`src/rtl/wb_regfile_fwd_pkg.sv`:
```
// Shared writeback-side definitions: default widths, MEM/WB control bit indices,
// and the EX operand forwarding select encoding.
package wb_regfile_fwd_pkg;

  localparam int DEF_DATA_W = 8;
  localparam int DEF_REG_AW = 1;

  localparam int WB_REGWRITE = 1;
  localparam int WB_MEMTOREG = 0;

  localparam logic [1:0] FWD_REG   = 2'b00;
  localparam logic [1:0] FWD_WB    = 2'b01;
  localparam logic [1:0] FWD_EXMEM = 2'b10;

  // The EX/MEM result is newer than the one in writeback, so it wins when both match.
  function automatic logic [1:0] fwd_sel(input logic exmem_hit, input logic wb_hit);
    if (exmem_hit) return FWD_EXMEM;
    if (wb_hit)    return FWD_WB;
    return FWD_REG;
  endfunction

endpackage

```
`src/rtl/wb_regfile_fwd_if.sv`:
```
// Pipeline-side bundle for the writeback/regfile/forwarding block. There is no
// valid/ready handshake: every field is sampled or produced in the cycle it is presented.
interface wb_regfile_fwd_if #(
  parameter int DATA_W = 8,
  parameter int REG_AW = 1,
  parameter int CNT_W  = 16
);
  logic [1:0]        wb_ctrl;
  logic [DATA_W-1:0] wb_mem_data;
  logic [DATA_W-1:0] wb_alu_data;
  logic [REG_AW-1:0] wb_rd;
  logic              exmem_regwrite;
  logic [REG_AW-1:0] exmem_rd;
  logic [REG_AW-1:0] id_rs;
  logic [REG_AW-1:0] id_rt;
  logic [DATA_W-1:0] rs_data;
  logic [DATA_W-1:0] rt_data;
  logic [REG_AW-1:0] ex_rs;
  logic [REG_AW-1:0] ex_rt;
  logic [1:0]        fwd_a;
  logic [1:0]        fwd_b;
  logic [DATA_W-1:0] wb_value;
  logic [CNT_W-1:0]  retired_cnt;

  modport master (
    output wb_ctrl, wb_mem_data, wb_alu_data, wb_rd, exmem_regwrite, exmem_rd,
           id_rs, id_rt, ex_rs, ex_rt,
    input  rs_data, rt_data, fwd_a, fwd_b, wb_value, retired_cnt
  );

  modport slave (
    input  wb_ctrl, wb_mem_data, wb_alu_data, wb_rd, exmem_regwrite, exmem_rd,
           id_rs, id_rt, ex_rs, ex_rt,
    output rs_data, rt_data, fwd_a, fwd_b, wb_value, retired_cnt
  );
endinterface

```
`src/rtl/wb_regfile_fwd_regfile_2r1w.sv`:
```
// Architectural register file: async-reset storage, one write port, two
// combinational read ports that see the in-flight write (write-before-read).
module regfile_2r1w #(
  parameter int DATA_W = 8,
  parameter int REG_AW = 1
) (
  input  logic              clock,
  input  logic              reset,
  input  logic              we,
  input  logic [REG_AW-1:0] waddr,
  input  logic [DATA_W-1:0] wdata,
  input  logic [REG_AW-1:0] raddr_a,
  input  logic [REG_AW-1:0] raddr_b,
  output logic [DATA_W-1:0] rdata_a,
  output logic [DATA_W-1:0] rdata_b
);
  localparam int NUM_REGS = 2 ** REG_AW;

  logic [DATA_W-1:0] regs [NUM_REGS];

  always_ff @(posedge clock or posedge reset) begin
    if (reset) begin
      for (int i = 0; i < NUM_REGS; i++) regs[i] <= '0;
    end else if (we) begin
      regs[waddr] <= wdata;
    end
  end

  assign rdata_a = (we && (waddr == raddr_a)) ? wdata : regs[raddr_a];
  assign rdata_b = (we && (waddr == raddr_b)) ? wdata : regs[raddr_b];

endmodule

```
`src/rtl/wb_regfile_fwd.sv`:
```
// Writeback stage: selects the writeback value, commits it to the register file,
// drives bypassed ID reads and EX forwarding selects, and counts committed writes.
module wb_regfile_fwd
  import wb_regfile_fwd_pkg::*;
#(
  parameter int DATA_W = DEF_DATA_W,
  parameter int REG_AW = DEF_REG_AW,
  parameter int CNT_W  = 16
) (
  input logic              clock,
  input logic              reset,
  wb_regfile_fwd_if.slave  bus
);
  logic              regwrite;
  logic [DATA_W-1:0] value;
  logic [CNT_W-1:0]  cnt;

  assign regwrite     = bus.wb_ctrl[WB_REGWRITE];
  assign value        = bus.wb_ctrl[WB_MEMTOREG] ? bus.wb_mem_data : bus.wb_alu_data;
  assign bus.wb_value = value;

  regfile_2r1w #(.DATA_W(DATA_W), .REG_AW(REG_AW)) u_regfile (
    .clock   (clock),
    .reset   (reset),
    .we      (regwrite),
    .waddr   (bus.wb_rd),
    .wdata   (value),
    .raddr_a (bus.id_rs),
    .raddr_b (bus.id_rt),
    .rdata_a (bus.rs_data),
    .rdata_b (bus.rt_data)
  );

  assign bus.fwd_a = fwd_sel(bus.exmem_regwrite && (bus.exmem_rd == bus.ex_rs),
                             regwrite && (bus.wb_rd == bus.ex_rs));
  assign bus.fwd_b = fwd_sel(bus.exmem_regwrite && (bus.exmem_rd == bus.ex_rt),
                             regwrite && (bus.wb_rd == bus.ex_rt));

  // Wraps silently modulo 2**CNT_W.
  always_ff @(posedge clock or posedge reset) begin
    if (reset) begin
      cnt <= '0;
    end else if (regwrite) begin
      cnt <= cnt + CNT_W'(1);
    end
  end

  assign bus.retired_cnt = cnt;

  // An unknown RegWrite would leave both the register file and the counter undefined.
  a_regwrite_known: assert property (@(posedge clock) disable iff (reset)
    !$isunknown(bus.wb_ctrl[WB_REGWRITE]));

endmodule

```
`src/flat_wrapper.sv`:
```
// flat-port wrapper written by rule: the top's interface ports become plain ports
module wb_regfile_fwd_flat import wb_regfile_fwd_pkg::*;
#(
  parameter int DATA_W = DEF_DATA_W,
  parameter int REG_AW = DEF_REG_AW,
  parameter int CNT_W  = 16
)
  (clock, reset, bus_wb_ctrl, bus_wb_mem_data, bus_wb_alu_data, bus_wb_rd, bus_exmem_regwrite, bus_exmem_rd, bus_id_rs, bus_id_rt, bus_ex_rs, bus_ex_rt, bus_rs_data, bus_rt_data, bus_fwd_a, bus_fwd_b, bus_wb_value, bus_retired_cnt);
  wb_regfile_fwd_if #(.DATA_W(DATA_W), .REG_AW(REG_AW), .CNT_W(CNT_W)) bus_i ();
  input logic clock;
  input logic reset;
  input wire logic [$bits(bus_i.wb_ctrl)-1:0] bus_wb_ctrl;
  input wire logic [$bits(bus_i.wb_mem_data)-1:0] bus_wb_mem_data;
  input wire logic [$bits(bus_i.wb_alu_data)-1:0] bus_wb_alu_data;
  input wire logic [$bits(bus_i.wb_rd)-1:0] bus_wb_rd;
  input wire logic [$bits(bus_i.exmem_regwrite)-1:0] bus_exmem_regwrite;
  input wire logic [$bits(bus_i.exmem_rd)-1:0] bus_exmem_rd;
  input wire logic [$bits(bus_i.id_rs)-1:0] bus_id_rs;
  input wire logic [$bits(bus_i.id_rt)-1:0] bus_id_rt;
  input wire logic [$bits(bus_i.ex_rs)-1:0] bus_ex_rs;
  input wire logic [$bits(bus_i.ex_rt)-1:0] bus_ex_rt;
  output wire logic [$bits(bus_i.rs_data)-1:0] bus_rs_data;
  output wire logic [$bits(bus_i.rt_data)-1:0] bus_rt_data;
  output wire logic [$bits(bus_i.fwd_a)-1:0] bus_fwd_a;
  output wire logic [$bits(bus_i.fwd_b)-1:0] bus_fwd_b;
  output wire logic [$bits(bus_i.wb_value)-1:0] bus_wb_value;
  output wire logic [$bits(bus_i.retired_cnt)-1:0] bus_retired_cnt;
  assign bus_i.wb_ctrl = bus_wb_ctrl;
  assign bus_i.wb_mem_data = bus_wb_mem_data;
  assign bus_i.wb_alu_data = bus_wb_alu_data;
  assign bus_i.wb_rd = bus_wb_rd;
  assign bus_i.exmem_regwrite = bus_exmem_regwrite;
  assign bus_i.exmem_rd = bus_exmem_rd;
  assign bus_i.id_rs = bus_id_rs;
  assign bus_i.id_rt = bus_id_rt;
  assign bus_i.ex_rs = bus_ex_rs;
  assign bus_i.ex_rt = bus_ex_rt;
  assign bus_rs_data = bus_i.rs_data;
  assign bus_rt_data = bus_i.rt_data;
  assign bus_fwd_a = bus_i.fwd_a;
  assign bus_fwd_b = bus_i.fwd_b;
  assign bus_wb_value = bus_i.wb_value;
  assign bus_retired_cnt = bus_i.retired_cnt;
  wb_regfile_fwd #(.DATA_W(DATA_W), .REG_AW(REG_AW), .CNT_W(CNT_W)) u_core (.clock(clock), .reset(reset), .bus(bus_i));
endmodule
```
`config.mk`:
```
export PLATFORM = sky130hd
export DESIGN_NAME = wb_regfile_fwd_flat
export DESIGN_NICKNAME = d
export VERILOG_FILES = /design/src/rtl/wb_regfile_fwd_pkg.sv /design/src/rtl/wb_regfile_fwd_if.sv /design/src/rtl/wb_regfile_fwd_regfile_2r1w.sv /design/src/rtl/wb_regfile_fwd.sv /design/src/flat_wrapper.sv
export SDC_FILE = /design/constraint.sdc
export NUM_CORES = 1
export LEC_CHECK = 0
export CAP_MARGIN = 20
export CORE_AREA = 2 2 68 70
export CTS_CLUSTER_SIZE = 10
export DETAILED_ROUTE_END_ITERATION = 12
export DIE_AREA = 0 0 70 72
export PLACE_DENSITY_LB_ADDON = 0.2
export SLEW_MARGIN = 20
export SYNTH_ARGS = -nofsm -noshare
export SYNTH_HDL_FRONTEND = slang
export SYNTH_SLANG_ARGS = --single-unit
```
`constraint.sdc`:
```
create_clock -name clock -period 1.55 [get_ports clock]
set_input_delay 0.2325 -clock clock [delete_from_list [all_inputs] [get_ports clock]]
set_output_delay 0.2325 -clock clock [all_outputs]
set_load 0.005 [all_outputs]
```
### Word-level counts from Yosys, hierarchy flattened

Index checks and enable logic that the tools add are counted.

| word-level totals | value |
|---|---|
| bits in registers | 32 |
| bits of input ports | 27 |
| output and inout port bits | 44 |
| logic and storage cells | 50 |

| cells by class | value |
|---|---|
| $add $sub $neg | 1 |
| magnitude comparators | 4 |
| eq/ne operators | 6 |
| multiplexer cells | 26 |
| bitwise operators | 3 |
| reduce and logical (&&, ||, !) cells | 7 |

Operators with widths:

| cell | count |
|---|---|
| $mux 8 | 10 |
| $add 16x1->16 const B | 1 |
| $bwmux 16 | 1 |
| $mux 2 | 8 |
| $demux 8 s1 | 1 |
| $logic_and 1x1->1 | 7 |
| $eq 1x1->1 | 6 |
| $ge 2x2->1 const B | 3 |
| $mux 1 | 6 |
| $not 1->2 | 3 |
| $lt 2x1->1 const B | 1 |

### Logic depth before layout (Yosys ltp)

Gate-level depths: netlist of the first run.

| depth | value |
|---|---|
| depth in word-level cells | 6 |
| depth in mapped cells | 6 |
| mapped depth without buffers | 4 |

### Hierarchy

A second synthesis of the first run with hierarchy kept.

| second synthesis, totals | value |
|---|---|
| cells, all modules | 158 |
| area, all modules | 1,762.9 µm² |

By module, submodules not included:

| module | instances | cells each | area each (µm²) | sequential area each (µm²) |
|---|---|---|---|---|
| regfile_2r1w | 1 | 79 | 887.1 | 400.4 |
| wb_regfile_fwd | 1 | 79 | 875.8 | 400.4 |

### Least setup slack after synthesis of the first run

No wires, ideal clock.

| timing path | value |
|---|---|
| kind | reg2reg |
| start | register u_core.cnt[0], in the netlist u_core.bus.retired_cnt[0] |
| end | register u_core.cnt[14], in the netlist u_core.bus.retired_cnt[14] |
| library setup time | 0.079 ns |
| data arrival time | 1.180 ns |
| data required time | 1.471 ns |
| path slack | 0.291 ns |
| stages on the path, launching flop included | 5 |
| path buffers | 0 |
| clock period less this slack | 1.259 ns |
| cell sequence | dfrtp_1 > ha_1 > nand4_1 > nor4_1 > xor2_1 |

| between the ends | value |
|---|---|
| word-level cells in the longest chain between the ends | 1 |

RTL lines:

| item | RTL line | RTL |
|---|---|---|
| from (decl) | wb_regfile_fwd.sv:16 | `logic [CNT_W-1:0] cnt;` |
| from (signal assigned) | wb_regfile_fwd.sv:44 | `cnt <= cnt + CNT_W'(1);` |
| $add 16x1->16 | wb_regfile_fwd.sv:44 |  |

Every way passes these cells.
A chain may end at the register's enable or synchronous reset.

### Final worst setup path of the first run

| timing path | value |
|---|---|
| start | input bus_id_rs |
| end | output bus_rs_data[2] |

| between the ends | value |
|---|---|
| word-level cells in the longest chain between the ends | 5 |
| elaborated cells between the ends (all ways) | 7 |
| classes of those cells | eq/ne: 1; mux: 4; bitwise: 1; reduce/logical: 1 |

RTL lines:

| item | RTL line | RTL |
|---|---|---|
| from (decl) | flat_wrapper.sv:18 | `input wire logic [$bits(bus_i.id_rs)-1:0] bus_id_rs;` |
| $not 1->2 (not written as such) | wb_regfile_fwd_regfile_2r1w.sv:29 | `assign rdata_a = (we && (waddr == raddr_a)) ? wdata : regs[raddr_a];` |
| $mux 8 (not written as such) (3 in series) | wb_regfile_fwd_regfile_2r1w.sv:29 |  |
| $mux 8 * | wb_regfile_fwd_regfile_2r1w.sv:29 |  |
| to (decl) | flat_wrapper.sv:22 | `output wire logic [$bits(bus_i.rs_data)-1:0] bus_rs_data;` |

Every way passes the cells marked *; elsewhere a longest branch is shown, timed or not. The select of a mux whose other input is x is not followed.

==> impl_metrics.yaml, run 1 <==
place:
  place_hpwl_mm: 3.362
  gp_congestion: 0.7331
  place_ws_ns: -0.6008
  port-buffer-count: 70
final_layout:
  fin_nets: 320
  layout_common_cells: "buf_4, mux2i_1, dfrtp_1, dlygate4sd2_1, clkdlybuf4s50_1"
  num-fill-cells: 345
  final_common_cell: "buf_4"
  antenna_cells: 0
  drive_above_1_share_pct: 29.35
  syn2layout_area_growth_pct: 66.01
logic_synthesis:
  synth_area_leaders: "dfrtp_1, mux2i_1, xor2_1, xnor2_1, nand2_1"
  muxShareOfSynthArea_pct: 22.32
  synth_compound_area_share_pct: 4.342
  synth_fa_ha_area_share_pct: 0.6784
  synthCells: 180
  synth_nets: 208
  synth_xor_area_share_pct: 9.973
  yosysTopAreaCell: "dfrtp_1"
  synth.distinct_cells: 23
  netlist_area_um2: 1844
  synth_top_area_share_pct: 43.42
  synth_top_family_by_area: "multiplexers"
  synth-seq-cells: 32
  synth_warnings: 0
  yosys.area_share.simple_pct: 14.79
  yosysSeqAreaShare_pct: 43.42
  synth_area_per_cell_um2: 10.25
sta:
  post-route-period-util_pct: 100.1
  max_freq_mhz: 644.8
  relSlewSlack_pct: 73.16
  fin_hold_ws_ns: 0.3365
  worst_pin_slew_ns: 0.4026
  finalCriticalPeriod_ns: 1.551
  skew_ns: 0.005678
  slew_viol_final: 0
  worst_slack_ns: -0.0008866
  hold_viol_final: 0
  finalSetupViolCount: 1
  finalSetupTns_ns: -0.0008866
clocking:
  numCtsBuffers: 5
  cts.sinks: 32
  path_clk_slew_ns: 0.07
  cts_tree: "built"
  clock_latency_ns: 0.28
  cts_max_path_buffers: 2
  cts-root-buf: "clkbuf_8"
  htree_levels: 2
  holdBufCountCts: 0
floorplan:
  die_y_um: 72
  pin_count: 71
  rows: 24
  die_w_um: 70
  core_area_um2: 4264
  initial_utilization_pct: 43.25
  die_area_um2: 5040
global_routing:
  antenna_found_initial: 0
  grtUsageMet3_pct: 4.444
  groute.layer.met2.usage_pct: 38.20
  gr-usage-all-layers_pct: 20.89
  grt_start_max_net_pins: 33
  grt_use_met1_pct: 25.02
  grt_pass1_wl_mm: 8.404
  grt_remaining_overflow: 0
  grt_busiest_layer: "met2"
  grt_pass1_vias: 1748
critical_path:
  reg2reg_from: "u_core.bus.retired_cnt[1]"
  crit_path_max_fanout: 8
  critPathBufInv: 3
  max_stage_delay_ns: 0.30
  startpoint: "bus_id_rs"
  required_ns: 1.32
  worst_path_max_delay_cell: "mux2i_1"
  crit_chain: "dlygate4sd2_1 -> buf_4 -> mux2i_1 -> mux2i_2 -> buf_2"
  critical_path_class: "input port to output pin"
  reg2reg_slack_ns: 0.10
  cp-end-kind: "output pin"
  worstPathArrival_ns: 1.32
  critPathTopFamily: "buffers and inverters"
  crit_path_start_kind: "input port"
routing:
  drtIter0Drc: 47
  ant_nets: 0
  drc: 0
  drt_pass1_iterations: 4
  vias: 1716
  finalWirelength_mm: 5.066
  wl_per_cell_um: 14.68
  vias_per_cell: 4.974
status:
  violations: "negative setup slack"
  status: "finished with violations"
pwr:
  p_leak_uw: 0.001562
  cellPowerDensity_nw_per_um2: 999.0
  ir_drop_mv: 1.026
worst_hold_path:
  worstHoldPathType: "input port to asynchronous set/reset pin"
flow_run:
  maxCapViolations: 0
-- flip-flops by register name, summed over array words and instances (netlist names) --
name                    flops
u_core.u_regfile.regs      16
u_core.bus.retired_cnt     16
-- Yosys cell counts --
cell / count
a21oi_1: 8
and2_1: 3
buf_2: 5
buf_6: 1
clkbuf_1: 1
clkbuf_2: 1
dfrtp_1: 32
ha_1: 1
inv_1: 10
mux2_2: 1
mux2i_1: 40
nand2_1: 15
nand2_2: 2
nand2b_1: 1
nand3_1: 3
nand4_1: 4
nand4_4: 2
nor2_1: 13
nor3_1: 2
nor4_1: 6
o21ai_0: 8
xnor2_1: 10
xor2_1: 11
-- per-layer routing --
layer	wire, um	up-vias	share of wire (%)
met2	2703	58	53
met5	0	-	0
met1	2030	808	40
met4	50	0	0.99
met3	281	6	5.5
li1	-	844	-
-- report_power, final --
part	leakage (uW)	internal [uW]	total [uW]	switching [uW]
registers	0.000390	992	1190	201
clock network	0.0000541	475	794	318
logic	0.00112	651	1070	421
-- worst paths after layout --
kind | endpoint | depth (start not counted)
hold / removal | u_core.bus.retired_cnt[0] | 3
hold reg to reg | u_core.bus.retired_cnt[15] | 1
min in group clock | u_core.bus.retired_cnt[15] | 1
setup reg to reg | u_core.bus.retired_cnt[10] | 4
max in group asynchronous | u_core.bus.retired_cnt[3] | 3
setup / recovery | bus_rs_data[2] | 5
-- cell type report --
| type | count | area [um^2] | area share [%] |
|---|---|---|---|
| Multi-Input combinational cell | 130 | 1060 | 34.61 |
| Timing Repair Buffer | 113 | 983.4 | 32.12 |
| Sequential cell | 32 | 804.5 | 26.28 |
| Clock buffer | 5 | 68.82 | 2.248 |
| Tap cell | 52 | 65.06 | 2.125 |
| Clock inverter | 3 | 42.54 | 1.389 |
| Inverter | 10 | 37.54 | 1.226 |
-- tightest hold or removal path: cells and delay by family --
family                 cells  cell delay [ns]
buffers and inverters      3             0.80
-- per-stage QoR --
stage	util (%)	power, uW	instances	area [um^2]
2_1_floorplan	-	1603	180	1844
3_3_place_gp	64.44	2197	315	2748
3_5_place_dp	64.44	2219	315	2748
4_1_cts	71.45	3035	342	3047
5_1_grt	71.80	3232	345	3062
6_report	71.80	3059	345	3062
-- logic make-up (layout without fill, tap and decap cells) --
group | after synthesis | count (layout)
compound gates | 16 | 16
fa+ha+maj | 1 | 1
buf+inv | 18 | 131
xor+xnor | 21 | 21
simple gates | 51 | 51
mux | 41 | 41
flops | 32 | 32
-- repair_timing --
| action | 4_1_cts | 5_1_grt |
|---|---|---|
| setup endpoints to repair | 30 | 19 |
| setup buffers | 19 | 3 |
| pin swaps | 3 | 1 |
| gates cloned | 0 | 0 |
| gates resized for setup | 100 | 17 |
Power figures use the tool's default switching activity.
==> run 2: changes to the inputs <==
- CTS_CLUSTER_DIAMETER: default -> 80
==> results of run 2 <==
No change in the layout: final DEF, timing and power equal those of run 1.
